--- src/rtl/ser_sched39x13_pkg.sv ---
// ser_pkg: shared widths, FSM states and slice selection for ser_sched39x13
package ser_pkg;
  localparam int W_OUT = 13;
  localparam int RATIO = 3;
  localparam int W_IN = W_OUT * RATIO;
  typedef enum logic {IDLE, SEND} state_t;
  function automatic logic [W_OUT-1:0] slice_sel(input logic [W_IN-1:0] w, input logic [1:0] idx);
    return idx == 2'd0 ? w[W_IN-1 -: W_OUT] : idx == 2'd1 ? w[W_IN-W_OUT-1 -: W_OUT] : w[W_OUT-1:0];
  endfunction
endpackage

--- src/rtl/ser_sched39x13_if.sv ---
// ser_sched39x13_if: requester bus plus 13-bit output stream of the scheduler
interface ser_sched39x13_if import ser_pkg::*; #(parameter int N_REQ = 4);
  localparam int IW = $clog2(N_REQ);
  logic [N_REQ-1:0] reqValid;
  logic [N_REQ-1:0] reqReady;
  logic [N_REQ*W_IN-1:0] reqData;
  logic [W_OUT-1:0] dataOut;
  logic validOut;
  logic readyIn;
  logic firstOut;
  logic lastOut;
  logic [IW-1:0] grantId;
  logic busy;
  modport slave (
    input reqValid, reqData, readyIn,
    output reqReady, dataOut, validOut, firstOut, lastOut, grantId, busy
  );
  modport master (
    output reqValid, reqData, readyIn,
    input reqReady, dataOut, validOut, firstOut, lastOut, grantId, busy
  );
endinterface

--- src/rtl/ser_sched39x13_rr_arbiter.sv ---
// rr_arbiter: combinational round-robin pick starting one past the last winner
module rr_arbiter #(
  parameter int N_REQ = 4,
  localparam int IW = $clog2(N_REQ)
) (
  input  logic [N_REQ-1:0] req,
  input  logic [IW-1:0]    last,
  input  logic             en,
  output logic [N_REQ-1:0] gnt,
  output logic [IW-1:0]    gntIdx
);
  // Scan from lowest to highest priority so the highest-priority hit is written last.
  always_comb begin
    gnt = '0;
    gntIdx = '0;
    for (int k = N_REQ; k >= 1; k--) begin
      if (en && req[(int'(last) + k) % N_REQ]) begin
        gnt = N_REQ'(1) << ((int'(last) + k) % N_REQ);
        gntIdx = IW'((int'(last) + k) % N_REQ);
      end
    end
  end
endmodule

--- src/rtl/ser_sched39x13.sv ---
// ser_sched39x13: round-robin scheduler feeding one 39-to-13 serializer, MSB slice first
module ser_sched39x13 import ser_pkg::*; #(
  parameter int N_REQ = 4
) (
  input logic clkIn,
  input logic rstIn,
  ser_sched39x13_if.slave bus
);
  localparam int IW = $clog2(N_REQ);
  state_t state_q, state_d;
  logic [1:0] idx_q, idx_d;
  logic [W_IN-1:0] word_q, word_d;
  logic [IW-1:0] last_q, last_d, gid_q, gid_d, win;
  logic [N_REQ-1:0] gnt;
  logic send, fire, load;
  assign send = state_q == SEND;
  assign fire = send & bus.readyIn;
  // The grant window reopens on the final-slice accept so words run back to back.
  assign load = !send | (fire & idx_q == 2'd2);
  rr_arbiter #(.N_REQ(N_REQ)) u_arb (
    .req(bus.reqValid),
    .last(last_q),
    .en(load),
    .gnt(gnt),
    .gntIdx(win)
  );
  always_comb begin
    state_d = fire && idx_q == 2'd2 ? IDLE : state_q;
    idx_d = fire ? (idx_q == 2'd2 ? 2'd0 : idx_q + 2'd1) : idx_q;
    word_d = word_q;
    last_d = last_q;
    gid_d = gid_q;
    if (|gnt) begin
      state_d = SEND;
      idx_d = 2'd0;
      word_d = bus.reqData[int'(win)*W_IN +: W_IN];
      last_d = win;
      gid_d = win;
    end
  end
  always_ff @(posedge clkIn) begin
    if (rstIn) begin
      state_q <= IDLE;
      idx_q <= 2'd0;
      word_q <= '0;
      last_q <= IW'(N_REQ - 1);
      gid_q <= '0;
    end else begin
      state_q <= state_d;
      idx_q <= idx_d;
      word_q <= word_d;
      last_q <= last_d;
      gid_q <= gid_d;
    end
  end
  assign bus.reqReady = gnt;
  assign bus.dataOut = send ? slice_sel(word_q, idx_q) : '0;
  assign bus.validOut = send;
  assign bus.firstOut = send & idx_q == 2'd0;
  assign bus.lastOut = send & idx_q == 2'd2;
  assign bus.grantId = gid_q;
  assign bus.busy = send;
endmodule

--- src/flat_wrapper.sv ---
// flat-port wrapper written by rule: the top's interface ports become plain ports
module ser_sched39x13_flat import ser_pkg::*;
#(
  parameter int N_REQ = 4
)
  (clkIn, rstIn, bus_reqValid, bus_reqData, bus_readyIn, bus_reqReady, bus_dataOut, bus_validOut, bus_firstOut, bus_lastOut, bus_grantId, bus_busy);
  ser_sched39x13_if #(.N_REQ(N_REQ)) bus_i ();
  input logic clkIn;
  input logic rstIn;
  input wire logic [$bits(bus_i.reqValid)-1:0] bus_reqValid;
  input wire logic [$bits(bus_i.reqData)-1:0] bus_reqData;
  input wire logic [$bits(bus_i.readyIn)-1:0] bus_readyIn;
  output wire logic [$bits(bus_i.reqReady)-1:0] bus_reqReady;
  output wire logic [$bits(bus_i.dataOut)-1:0] bus_dataOut;
  output wire logic [$bits(bus_i.validOut)-1:0] bus_validOut;
  output wire logic [$bits(bus_i.firstOut)-1:0] bus_firstOut;
  output wire logic [$bits(bus_i.lastOut)-1:0] bus_lastOut;
  output wire logic [$bits(bus_i.grantId)-1:0] bus_grantId;
  output wire logic [$bits(bus_i.busy)-1:0] bus_busy;
  assign bus_i.reqValid = bus_reqValid;
  assign bus_i.reqData = bus_reqData;
  assign bus_i.readyIn = bus_readyIn;
  assign bus_reqReady = bus_i.reqReady;
  assign bus_dataOut = bus_i.dataOut;
  assign bus_validOut = bus_i.validOut;
  assign bus_firstOut = bus_i.firstOut;
  assign bus_lastOut = bus_i.lastOut;
  assign bus_grantId = bus_i.grantId;
  assign bus_busy = bus_i.busy;
  ser_sched39x13 #(.N_REQ(N_REQ)) u_core (.clkIn(clkIn), .rstIn(rstIn), .bus(bus_i));
endmodule
--- config.mk ---
export PLATFORM = sky130hd
export DESIGN_NAME = ser_sched39x13_flat
export DESIGN_NICKNAME = d
export VERILOG_FILES = /design/src/rtl/ser_sched39x13_pkg.sv /design/src/rtl/ser_sched39x13_if.sv /design/src/rtl/ser_sched39x13_rr_arbiter.sv /design/src/rtl/ser_sched39x13.sv /design/src/flat_wrapper.sv
export SDC_FILE = /design/constraint.sdc
export NUM_CORES = 1
export LEC_CHECK = 0
export ABC_CLOCK_PERIOD_IN_PS = 2900
export BUFFER_PORTS_ARGS = -buffer_cell sky130_fd_sc_hd__buf_4
export CORE_UTILIZATION = 35
export DETAILED_ROUTE_END_ITERATION = 12
export GPL_TIMING_DRIVEN = 0
export HOLD_SLACK_MARGIN = 0.02
export PLACE_DENSITY = 0.64
export SYNTH_ARGS = -nofsm -noshare
export SYNTH_HDL_FRONTEND = slang
export SYNTH_SLANG_ARGS = --single-unit
export TNS_END_PERCENT = 20
--- constraint.sdc ---
create_clock -name clkIn -period 2.9 [get_ports clkIn]
set_input_delay 0 -clock clkIn [delete_from_list [all_inputs] [get_ports clkIn]]
set_output_delay 0 -clock clkIn [all_outputs]
set_load 0.01 [all_outputs]
==> summary.md <==
| Metric | Value |
|---|---|
| Synth Cell Area | 0.00385 mm2 |
| Period minus WS final | 2.80 ns |
| Synth-to-Final Area Change | 48.0% |
| Htree depth | 2 |
| Setup Skew | 0.00666 ns |
| Net Count, Synth | 588 |
| Final slew viol count | 0 |
| Num ports | 186 |
| Global route overflow | 0 |
| CP peak stage delay | 0.38 ns |
| First-pass DRT Iterations | 4 |
| GRT Total Usage | 0.203 |
| Pwr Density | 1100 mW/mm2 |
| Final #Nets | 785 |
| Max Fclk | 0.357 GHz |
| Vias | 3801 |
| Num CTS Buffers | 5 |
| Routed len/inst | 15.6 um |
| Startpoint Class | flop |
| Period utilization | 0.966 |
| Top delay family on crit path | buffers and inverters |
| Estimated wirelength of the detail-placed design | 9250 um |
| Clock sinks | 46 |
| Status | finished, final reports clean |
| CP required | 3.08 ns |
| Capturing element type of the critical path | flop |
| Number of global-route vias before repair | 3721 |
| Fin util | 0.542 |
| Worst-Skew Late Latency | 0.30 ns |
| ANT nets after route | 0 |
| DIE AREA | 0.0114 mm2 |
| Critical path type | flop to flop |
| DR iter-0 viols | 129 |
| Arrival time worst endpoint | 2.98 ns |
| FP Rows | 37 |
| Number of synthesized register bits | 46 |
| Slew margin rel. | 0.530 |
| Reg2reg path depth | 12 |
| Synth warnings | 0 |
| Dominant cell type by area after synthesis | mux2i_1 |
| RSZ-0062 raised after global routing | true |
| Seq. cell area | 928 um2 |
| Routability cong. | 0.796 |
| Max clock buf depth | 2 |
| RR Endpoint | u_core.word_q[27] |
| First-pass GRT wire length | 18300 um |
| CP Capture Point | u_core.word_q[27] |
| Fin cells | 751 |
| Setup-failing EPs final | 0 |
| DRC Markers | 0 |
| Place WS | -0.368 ns |
| MaxCap Viol Count | 0 |
| Clk pin slew, worst setup/hold paths | 0.09 ns |
| Largest net degree at the start of global routing | 15 |
| Worst slew pin tran | 0.705 ns |
| Starting Density | 0.366 |
| Final-layout fill cell count | 978 |
| Root Buffer Master | clkbuf_8 |
| Cts hold-fix bufs | 0 |
| Final hold vios | 0 |
| Crit path from | u_core.last_q[1] |
| Layout cell share with drive strength beyond 1 | 0.402 |
| CP Max Fanout | 10 |
| Reg2reg start | u_core.last_q[1] |
| Placed Cells | 737 |
| Part of the Yosys area used for sequential elements | 0.239 |
| Drt total wl | 11700 um |
| Core area | 0.0105 mm2 |
| Multi-input logic area | 0.00282 mm2 |
| CP Depth | 12 |
| Tot Pwr | 6260 uW |
| Die height | 107 um |
| Largest cells by area after synthesis | mux2i_1 46%, dfxtp_1 24%, nor2_1 4.1%, ha_1 2.6%, and2_1 2.3% |
| Avg Inst Size Synth | 9.23 um2 |
| Routed vias/inst | 5.06 |
| Final setup margin | 0.0976 ns |
| CTS tree | done |
| IO Port Bufs | 184 |
| Yosys cell types | 39 |
| Worst path slowest cell | dfxtp_4 |
| Horiz. Die Dim | 107 um |
| CP most frequent cell | mux2i_4 |
| Buffer and inverter count on the worst path | 4 |
| Pleak | 0.00289 uW |
| Max IR drop VDD | 0.000736 V |
| Reg2reg setup slack | 0.1 ns |
| Synth Instances | 417 |
| Yosys top cell area share | 0.460 |
| Worst Hold Class | input port to flop |
| Initial antenna violation count | 0 |
| Number of antenna cells inserted | 0 |
| Crit-path cells | clkinvlp_4, ha_4, buf_8, mux2i_4, mux2i_4, a221oi_2, a21oi_2, nor4_4, buf_6, buf_12, mux2i_1, nor2_1 |
routing by layer:
| metal | vias up | share of wire | GRT usage | routed length [um] |
|---|---|---|---|---|
| li1 | 1899 | - | - | - |
| met1 | 1771 | 0.43 | 0.253 | 5010 |
| met2 | 124 | 0.51 | 0.376 | 6030 |
| met3 | 7 | 0.050 | 0.0298 | 582 |
| met4 | 0 | 0.0075 | 0.0264 | 88 |
| met5 | - | 0 | 0 | 0 |
per-stage QoR:
stage	TNS [ns]	area, um2	hold slack, ns
6_report	0	5700	0.107
5_1_grt	-0.156	5700	0.140
4_1_cts	0	5660	0.114
3_5_place_dp	-12.74	5410	0.426
3_3_place_gp	-11.11	5410	0.413
2_1_floorplan	0	3860	0.312
cell type report:
class	instances	share of cell area
inverter	2	0.00242
multi-input combinational	332	0.496
buffer	36	0.0422
tap	136	0.0299
timing repair buffer	191	0.252
clock inverter	2	0.00242
clock buffer	6	0.0127
sequential	46	0.163
cells by family (layout without fill, tap and decap cells):
group | count (synthesis) | count (layout) | share of synthesized area
muxes | 182 | 182 | 0.484
and+or+nand+nor | 102 | 102 | 0.133
DFF | 46 | 46 | 0.239
AOI/OAI and AO/OA | 40 | 40 | 0.0640
buffers and inverters | 39 | 237 | 0.0543
adders and majority gates | 8 | 8 | 0.0260
layout by cell type (no fill, tap or decap), types with 5 or more instances in the layout:
| cell type | instances |
|---|---|
| and2_1 | 14 |
| a21oi_1 | 5 |
| clkbuf_8 | 5 |
| buf_2 | 7 |
| clkbuf_1 | 15 |
| o21ai_0 | 13 |
| ha_1 | 7 |
| nor2b_1 | 6 |
| dfxtp_1 | 44 |
| nor2_1 | 42 |
| mux2i_1 | 174 |
| buf_4 | 200 |
| nand2_1 | 19 |
Yosys cell counts:
| master | number |
|---|---|
| a2111oi_0 | 1 |
| a211o_1 | 2 |
| a21oi_1 | 9 |
| a221oi_1 | 5 |
| and2_1 | 14 |
| and3b_1 | 1 |
| buf_2 | 17 |
| buf_4 | 3 |
| buf_6 | 1 |
| buf_8 | 2 |
| clkbuf_1 | 14 |
| dfxtp_1 | 46 |
| ha_1 | 8 |
| inv_1 | 1 |
| inv_2 | 1 |
| mux2_2 | 2 |
| mux2i_1 | 177 |
| mux4_2 | 3 |
| nand2_1 | 19 |
| nand2b_1 | 1 |
| nand3_1 | 4 |
| nand3b_1 | 1 |
| nand4_1 | 1 |
| nor2_1 | 42 |
| nor2b_1 | 6 |
| nor2b_4 | 1 |
| nor3_1 | 2 |
| nor3b_1 | 4 |
| nor4_1 | 1 |
| nor4_4 | 1 |
| nor4b_1 | 1 |
| o2111ai_1 | 2 |
| o21ai_0 | 17 |
| o21ai_1 | 1 |
| o21bai_1 | 1 |
| o22ai_1 | 1 |
| o32a_1 | 1 |
| or2_2 | 2 |
| or3_1 | 1 |
timing repair:
action	in CTS	in global routing
gates resized for setup	35	6
buffers inserted	3	4
endpoints found under the hold margin	0	0
setup endpoints to repair	46	43
pin swaps	1	1
worst register-to-register path, stage by stage (launching register included):
cell and delay (ns):
dfxtp_4 0.38, clkinvlp_4 0.13, ha_4 0.30, buf_8 0.15, mux2i_4 0.27, mux2i_4 0.12
a221oi_2 0.22, a21oi_2 0.12, nor4_4 0.37, buf_6 0.21, buf_12 0.15, mux2i_1 0.21
nor2_1 0.06
report_power, final:
group | total, uW | leakage, uW | internal [uW] | switching [uW]
clock network | 392 | 0.0000452 | 170 | 222
logic | 4830 | 0.00246 | 2460 | 2370
registers | 1040 | 0.000381 | 883 | 155
total | 6260 | 0.00289 | 3510 | 2750
how the worst min path moves through the flow:
stage	to	slack [ns]	from	cells after the start
3_3_place_gp	u_core.bus.grantId[1]	0.41	rstIn	2
2_1_floorplan	bus_grantId[1]	0.31	u_core.bus.grantId[1]	0
3_5_place_dp	u_core.bus.grantId[1]	0.43	rstIn	2
4_1_cts	u_core.bus.grantId[1]	0.11	rstIn	2
6_report	u_core.bus.grantId[1]	0.11	rstIn	2
5_1_grt	u_core.word_q[4]	0.14	bus_reqData[82]	5
state kept, by name, summed over array words and instances (netlist names):
register,count
u_core.word_q,39
u_core.idx_q,2
u_core.bus.grantId,2
u_core.bus.busy,1
u_core.last_q,2
No activity file was read; power rests on OpenSTA's default activity.
